--- config.mk ---
export PLATFORM = sky130hd
export DESIGN_NAME = fft_reorder
export DESIGN_NICKNAME = d
export VERILOG_FILES = /design/src/rtl/fft_pkg.sv /design/src/rtl/fft_reorder_ram.sv /design/src/rtl/fft_reorder.sv
export SDC_FILE = /design/constraint.sdc
export NUM_CORES = 2
export LEC_CHECK = 0
export ABC_CLOCK_PERIOD_IN_PS = 5900
export CAP_MARGIN = 5
export CORE_MARGIN = 5
export CORE_UTILIZATION = 30
export CTS_CLUSTER_DIAMETER = 80
export DETAILED_ROUTE_END_ITERATION = 12
export SYNTH_ARGS = -nofsm -noshare
export SYNTH_HDL_FRONTEND = slang
export SYNTH_SLANG_ARGS = --single-unit
--- constraint.sdc ---
create_clock -name clock -period 5.9 [get_ports clock]
set_clock_uncertainty 0.05 [all_clocks]
set_input_delay 1.18 -clock clock [delete_from_list [all_inputs] [get_ports clock]]
set_output_delay 1.18 -clock clock [all_outputs]
set_load 0.03 [all_outputs]
--- src/rtl/fft_pkg.sv ---
// Shared definitions for the FFT output reorder stage: default sizes, the
// index bit-reversal helper and the read-side state encoding.
package fft_pkg;

   localparam int unsigned FFT_N_LOG2  = 6;
   localparam int unsigned FFT_WIDTH   = 16;
   localparam int unsigned BITREV_MAX  = 16;
   localparam int unsigned BITREV_IDXW = 4;

   typedef enum logic {
      RD_IDLE = 1'b0,
      RD_READ = 1'b1
   } rd_state_e;

   // Reverse the low n bits of x; bits at or above n come back as zero.
   function automatic logic [BITREV_MAX-1:0] bitrev(input logic [BITREV_MAX-1:0] x,
                                                    input int unsigned n);
      logic [BITREV_MAX-1:0] r;
      r = '0;
      for (int unsigned i = 0; i < BITREV_MAX; i++) begin
         if (i < n) r[BITREV_IDXW'(i)] = x[BITREV_IDXW'(n - 1 - i)];
      end
      return r;
   endfunction

endpackage

--- src/rtl/fft_reorder_ram.sv ---
// Simple dual-port frame buffer: one write port, one registered read port.
// The read register only updates on a read, so its output holds between bursts.
module fft_reorder_ram #(
   parameter int unsigned DATA_W = 32,
   parameter int unsigned ADDR_W = 7
) (
   input  logic              clock,
   input  logic              reset,
   input  logic              we,
   input  logic [ADDR_W-1:0] waddr,
   input  logic [DATA_W-1:0] wdata,
   input  logic              re,
   input  logic [ADDR_W-1:0] raddr,
   output logic [DATA_W-1:0] rdata
);

   localparam int unsigned DEPTH = 1 << ADDR_W;

   logic [DATA_W-1:0] mem [DEPTH];
   logic [DATA_W-1:0] rdata_q, rdata_d;

   always_ff @(posedge clock) begin
      if (we) mem[waddr] <= wdata;
   end

   always_comb begin
      rdata_d = rdata_q;
      if (re) rdata_d = mem[raddr];
   end

   always_ff @(posedge clock) begin
      if (reset) rdata_q <= '0;
      else       rdata_q <= rdata_d;
   end

   assign rdata = rdata_q;

endmodule

--- src/rtl/fft_reorder.sv ---
// Bit-reversed to natural-order reorder buffer behind the 64-point SDF FFT.
// Define FFT_REORDER_LAST_EN to add the do_last end-of-burst marker.
module fft_reorder
   import fft_pkg::*;
#(
   parameter int unsigned WIDTH  = FFT_WIDTH,
   parameter int unsigned N_LOG2 = FFT_N_LOG2
) (
   input  logic             clock,
   input  logic             reset,
   input  logic             di_en,
   input  logic [WIDTH-1:0] di_re,
   input  logic [WIDTH-1:0] di_im,
`ifdef FFT_REORDER_LAST_EN
   output logic             do_last,
`endif
   output logic             do_en,
   output logic [WIDTH-1:0] do_re,
   output logic [WIDTH-1:0] do_im
);

   localparam int unsigned N      = 1 << N_LOG2;
   localparam int unsigned ADDR_W = N_LOG2 + 1;
   localparam int unsigned DATA_W = 2 * WIDTH;

   logic [N_LOG2-1:0] wcnt_q, wcnt_d;
   logic              wbank_q, wbank_d;
   logic [1:0]        full_q, full_d;
   rd_state_e         state_q, state_d;
   logic [N_LOG2-1:0] raddr_q, raddr_d;
   logic              rbank_q, rbank_d;
   logic              do_en_q, do_en_d;
   logic              do_last_q, do_last_d;

   logic              wcnt_last_c, raddr_last_c, rd_en_c;
   logic [1:0]        full_set_c, full_clr_c;
   logic [ADDR_W-1:0] ram_waddr_c, ram_raddr_c;
   logic [DATA_W-1:0] ram_rdata;

   assign wcnt_last_c  = (wcnt_q == N_LOG2'(N - 1));
   assign raddr_last_c = (raddr_q == N_LOG2'(N - 1));

   // Write side: store each sample at its natural index inside the current bank.
   always_comb begin
      wcnt_d     = wcnt_q;
      wbank_d    = wbank_q;
      full_set_c = '0;
      if (di_en) begin
         wcnt_d = wcnt_q + N_LOG2'(1);
         if (wcnt_last_c) begin
            full_set_c[wbank_q] = 1'b1;
            wbank_d             = ~wbank_q;
         end
      end
   end

   // Read side: replay a full bank as one gap-free burst, chaining into the other bank.
   always_comb begin
      state_d    = state_q;
      raddr_d    = raddr_q;
      rbank_d    = rbank_q;
      full_clr_c = '0;
      rd_en_c    = 1'b0;
      case (state_q)
         RD_IDLE: begin
            if (full_q[rbank_q]) begin
               state_d = RD_READ;
               raddr_d = '0;
            end
         end
         RD_READ: begin
            rd_en_c = 1'b1;
            raddr_d = raddr_q + N_LOG2'(1);
            if (raddr_last_c) begin
               full_clr_c[rbank_q] = 1'b1;
               rbank_d             = ~rbank_q;
               state_d             = full_q[~rbank_q] ? RD_READ : RD_IDLE;
            end
         end
         default: state_d = RD_IDLE;
      endcase
   end

   // Set and clear always address different banks, so they simply combine.
   always_comb begin
      full_d    = (full_q | full_set_c) & ~full_clr_c;
      do_en_d   = rd_en_c;
      do_last_d = rd_en_c & raddr_last_c;
   end

   always_ff @(posedge clock) begin
      if (reset) begin
         wcnt_q    <= '0;
         wbank_q   <= 1'b0;
         full_q    <= '0;
         state_q   <= RD_IDLE;
         raddr_q   <= '0;
         rbank_q   <= 1'b0;
         do_en_q   <= 1'b0;
         do_last_q <= 1'b0;
      end else begin
         wcnt_q    <= wcnt_d;
         wbank_q   <= wbank_d;
         full_q    <= full_d;
         state_q   <= state_d;
         raddr_q   <= raddr_d;
         rbank_q   <= rbank_d;
         do_en_q   <= do_en_d;
         do_last_q <= do_last_d;
      end
   end

   assign ram_waddr_c = {wbank_q, N_LOG2'(bitrev(BITREV_MAX'(wcnt_q), N_LOG2))};
   assign ram_raddr_c = {rbank_q, raddr_q};

   fft_reorder_ram #(
      .DATA_W (DATA_W),
      .ADDR_W (ADDR_W)
   ) u_ram (
      .clock (clock),
      .reset (reset),
      .we    (di_en),
      .waddr (ram_waddr_c),
      .wdata ({di_re, di_im}),
      .re    (rd_en_c),
      .raddr (ram_raddr_c),
      .rdata (ram_rdata)
   );

   assign do_en = do_en_q;
   assign do_re = ram_rdata[DATA_W-1:WIDTH];
   assign do_im = ram_rdata[WIDTH-1:0];
`ifdef FFT_REORDER_LAST_EN
   assign do_last = do_last_q;
`else
   logic unused_last;
   assign unused_last = do_last_q;
`endif

   // A bank may only be refilled once its replay has drained it.
   a_no_overwrite: assert property (@(posedge clock) disable iff (reset)
      !(di_en && full_q[wbank_q] && !full_clr_c[wbank_q]));

endmodule

==> flow_summary_export.csv <==
group,metric,value,unit
floorplanning,die_h,739,um
timing,finalHoldViolCount,0,
global_routing,grt_pass1_wl,658000,um
drt,wl_per_cell,31.6,um
timing,fmax,202,MHz
outcome,violations,"slew limit",
yosys,yosysSeqAreaShare,77.9,%
outcome,status,"finished with violations",
floorplanning,fp-row-count,267,
drt,routed_wl,478000,um
power,power_frac_comb,1.5,%
power,power.density,324,nW/um^2
timing,rsz0062_at_grt,"no",
layout,layout.cells.non_filler,15100,
global_routing,grt-ovfl-total,0,
floorplanning,die_w,739,um
clocking,clockBufferDepth,4,
drt,vias,80900,
global_routing,use_met1,22.6,%
timing,period_minus_slack,4.95,ns
power,pwr-share-clk,44.1,%
yosys,async_reset_ff_share,0,%
global_routing,antenna_found_initial,55,
floorplanning,ios,68,
global_routing,grt_max_degree,129,
clocking,clk-insertion-delay-late,0.99,ns
power,power.switching,0.0120,W
timing,tightest_slew,1.54,ns
floorplanning,start_util,30.1,%
yosys,yosysTopAreaCell,"edfxtp_1",
global_routing,grt_pass1_vias,79900,
clocking,clk_pin_slew,0.06,ns
critical_path,crit_arrival,5.76,ns
global_routing,met3_usage,4.16,%
min_path,min_from,"u_ram.rdata[17]$_SDFFE_PP0P_",
global_routing,track_usage,16.9,%
yosys,synth.net_count,7331,
critical_path,worstPathCellList,"or2_2, o221ai_1, o22ai_1, o31ai_1, nand4_1, a311oi_1",
drt,antenna_left,0,
power,ir_drop,0.274,mV
critical_path,crit_buf_inv,0,
critical_path,critPathMaxFanout,31,
floorplanning,core-area,529000,um^2
clocking,htree_levels,5,
timing,finalSetupViolCount,0,
timing,finalSetupTns,0,ns
clocking,postCtsHoldBufs,0,
power,swShare,20.1,%
clocking,post_cts_buffers,0,
yosys,ys_warn_count,0,
yosys,syn_inst,7294,
drt,firstDrtPassIters,6,
clocking,cts-resized-gates,0,
critical_path,crit_type,"reg -> reg",
critical_path,crit_path_start,"raddr_q[1]$_SDFFE_PP0P_",
drt,viasPerCell,5.35,
power,intPower,0.0476,W
timing,final_max_slew_viol_count,1,
critical_path,end_kind,"register",
layout,fin_nets,7795,
global_routing,use_met2,26.6,%
yosys,synth_ff_type,"edfxtp_1",
yosys,yosysMostFrequentCell,"edfxtp_1",
critical_path,start_kind,"register",
yosys,yosysUniqueCellTypes,70,
yosys,synth_area,159000,um^2
critical_path,cp.required,6.71,ns
critical_path,slowest_delay,1.10,ns
critical_path,critical_path.top_delay_family,"compound AO/OA/AOI/OAI gates",
job,cap_violations,0,
drt,drt_iter0_drc,11500,
critical_path,timing.rr.start,"raddr_q[1]$_SDFFE_PP0P_",
power,seq_power_share,54.4,%
placement,portBuffers,67,
placement,place_inst,14300,
clocking,clock_sinks,4146,
yosys,synthTopCellsByArea,"edfxtp_1 77%, mux4_2 13%, mux2i_1 2.0%",
timing,slew-limit-headroom,-2.83,%
power,design_power_total,0.0596,W
timing,finalCritPeriodShare,84.0,%
min_path,hold_path_class,"reg -> reg",
yosys,synth_top_area_share,77.3,%
layout,syn_to_final_growth,15.7,%
placement,place_congestion,0.905,
drt,route.detailed.drc,0,
yosys,avgSynthCellArea,21.8,um^2
floorplanning,die_area,545000,um^2
clocking,cts_tree,"yes",
global_routing,grt_busiest_layer,"met2",
layout,drive_above_1_share,26.7,%
power,leakage,55.0,nW
yosys,yosys_register_bits,4146,
critical_path,cp_slowest_cell,"o31ai_1",
clocking,root_buffer,"clkbuf_16",
placement,dp_hpwl,291000,um
yosys,synth_edf_count,4096,
yosys,yosys-top-cells-count,"4096 x edfxtp_1, 950 x mux4_2, 372 x nand2_1",
clocking,cts_buffers,423,
[registers in the layout, summed over array words and instances, names as in the netlist]
| signal | flops |
|---|---|
| full_q | 2 |
| raddr_q | 6 |
| do_en | 1 |
| state_q | 1 |
| wcnt_q | 6 |
| rbank_q | 1 |
| wbank_q | 1 |
| u_ram.rdata | 32 |
| u_ram.mem | 4096 |
[layer usage]
metal  routed length [um]  share of wire, %
met5                  241             0.050
met4                21600               4.5
met3                50700                11
met2               223000                47
met1               182000                38
[metrics by stage]
stage / instance area (um^2) / setup slack (ns) / utilization, % / hold slack (ns)
floorplan: 159000 / 1.31 / - / 0.452
global placement: 170000 / 1.25 / 32.2 / 0.465
detailed placement: 170000 / 1.25 / 32.2 / 0.464
CTS: 184000 / 1.21 / 34.8 / 0.469
global route: 184000 / 1.16 / 34.8 / 0.495
finish: 184000 / 0.946 / 34.8 / 0.471
[cell usage in the layout (no fill, tap or decap), drive strengths merged, types with 46 or more instances in the layout]
master,instances
clkbuf,536
nor2,225
mux2i,313
nand2,372
o221ai,66
edfxtp,4096
a21oi,122
o22ai,98
dfxtp,50
nand3,50
buf,419
clkinv,188
a211oi,46
nor3,59
mux4,950
[path summary, 6_finish.rpt]
kind,end,slack [ns],cells past startpoint
hold / removal,u_ram.rdata[17]$_SDFFE_PP0P_,0.47,2
setup reg to reg,u_ram.rdata[7]$_SDFFE_PP0P_,0.95,6
setup / recovery,u_ram.rdata[7]$_SDFFE_PP0P_,0.95,6
hold reg to reg,u_ram.rdata[17]$_SDFFE_PP0P_,0.47,2
[area by class of cell]
class,count,area [um^2]
fill,48400,345000
sequential,4146,124000
multi-input combinational,2724,33600
clock buffer,535,11400
tap,6994,8750
timing repair buffer,454,4040
clock inverter,246,2210
antenna,22,55.1
inverter,9,51.3
[worst register-to-register path, cell delays in order (launching register included)]
cell	delay [ns]
dfxtp_4	0.59
or2_2	0.82
o221ai_1	0.55
o22ai_1	0.15
o31ai_1	1.10
nand4_1	1.03
a311oi_1	0.54
[power groups by stage]
stage / clock network, W / registers, W / logic (W)
floorplan: 0 / 0.0330 / 0.000115
global placement: 0 / 0.0330 / 0.000852
detailed placement: 0 / 0.0330 / 0.000895
CTS: 0.0266 / 0.0324 / 0.000894
global route: 0.0278 / 0.0324 / 0.000916
finish: 0.0263 / 0.0324 / 0.000883
[cells by family after synthesis]
kind of cell               Yosys count  synth area share (%)
adders and majority gates            2                0.0157
muxes                             1281                  15.5
xor gates and xnor gates             9                0.0495
and+or+nand+nor                    830                  2.24
AOI/OAI and AO/OA                  602                  2.63
buffers and inverters              424                  1.64
DFF                               4146                  77.9
(Power assumes the default switching activity.)
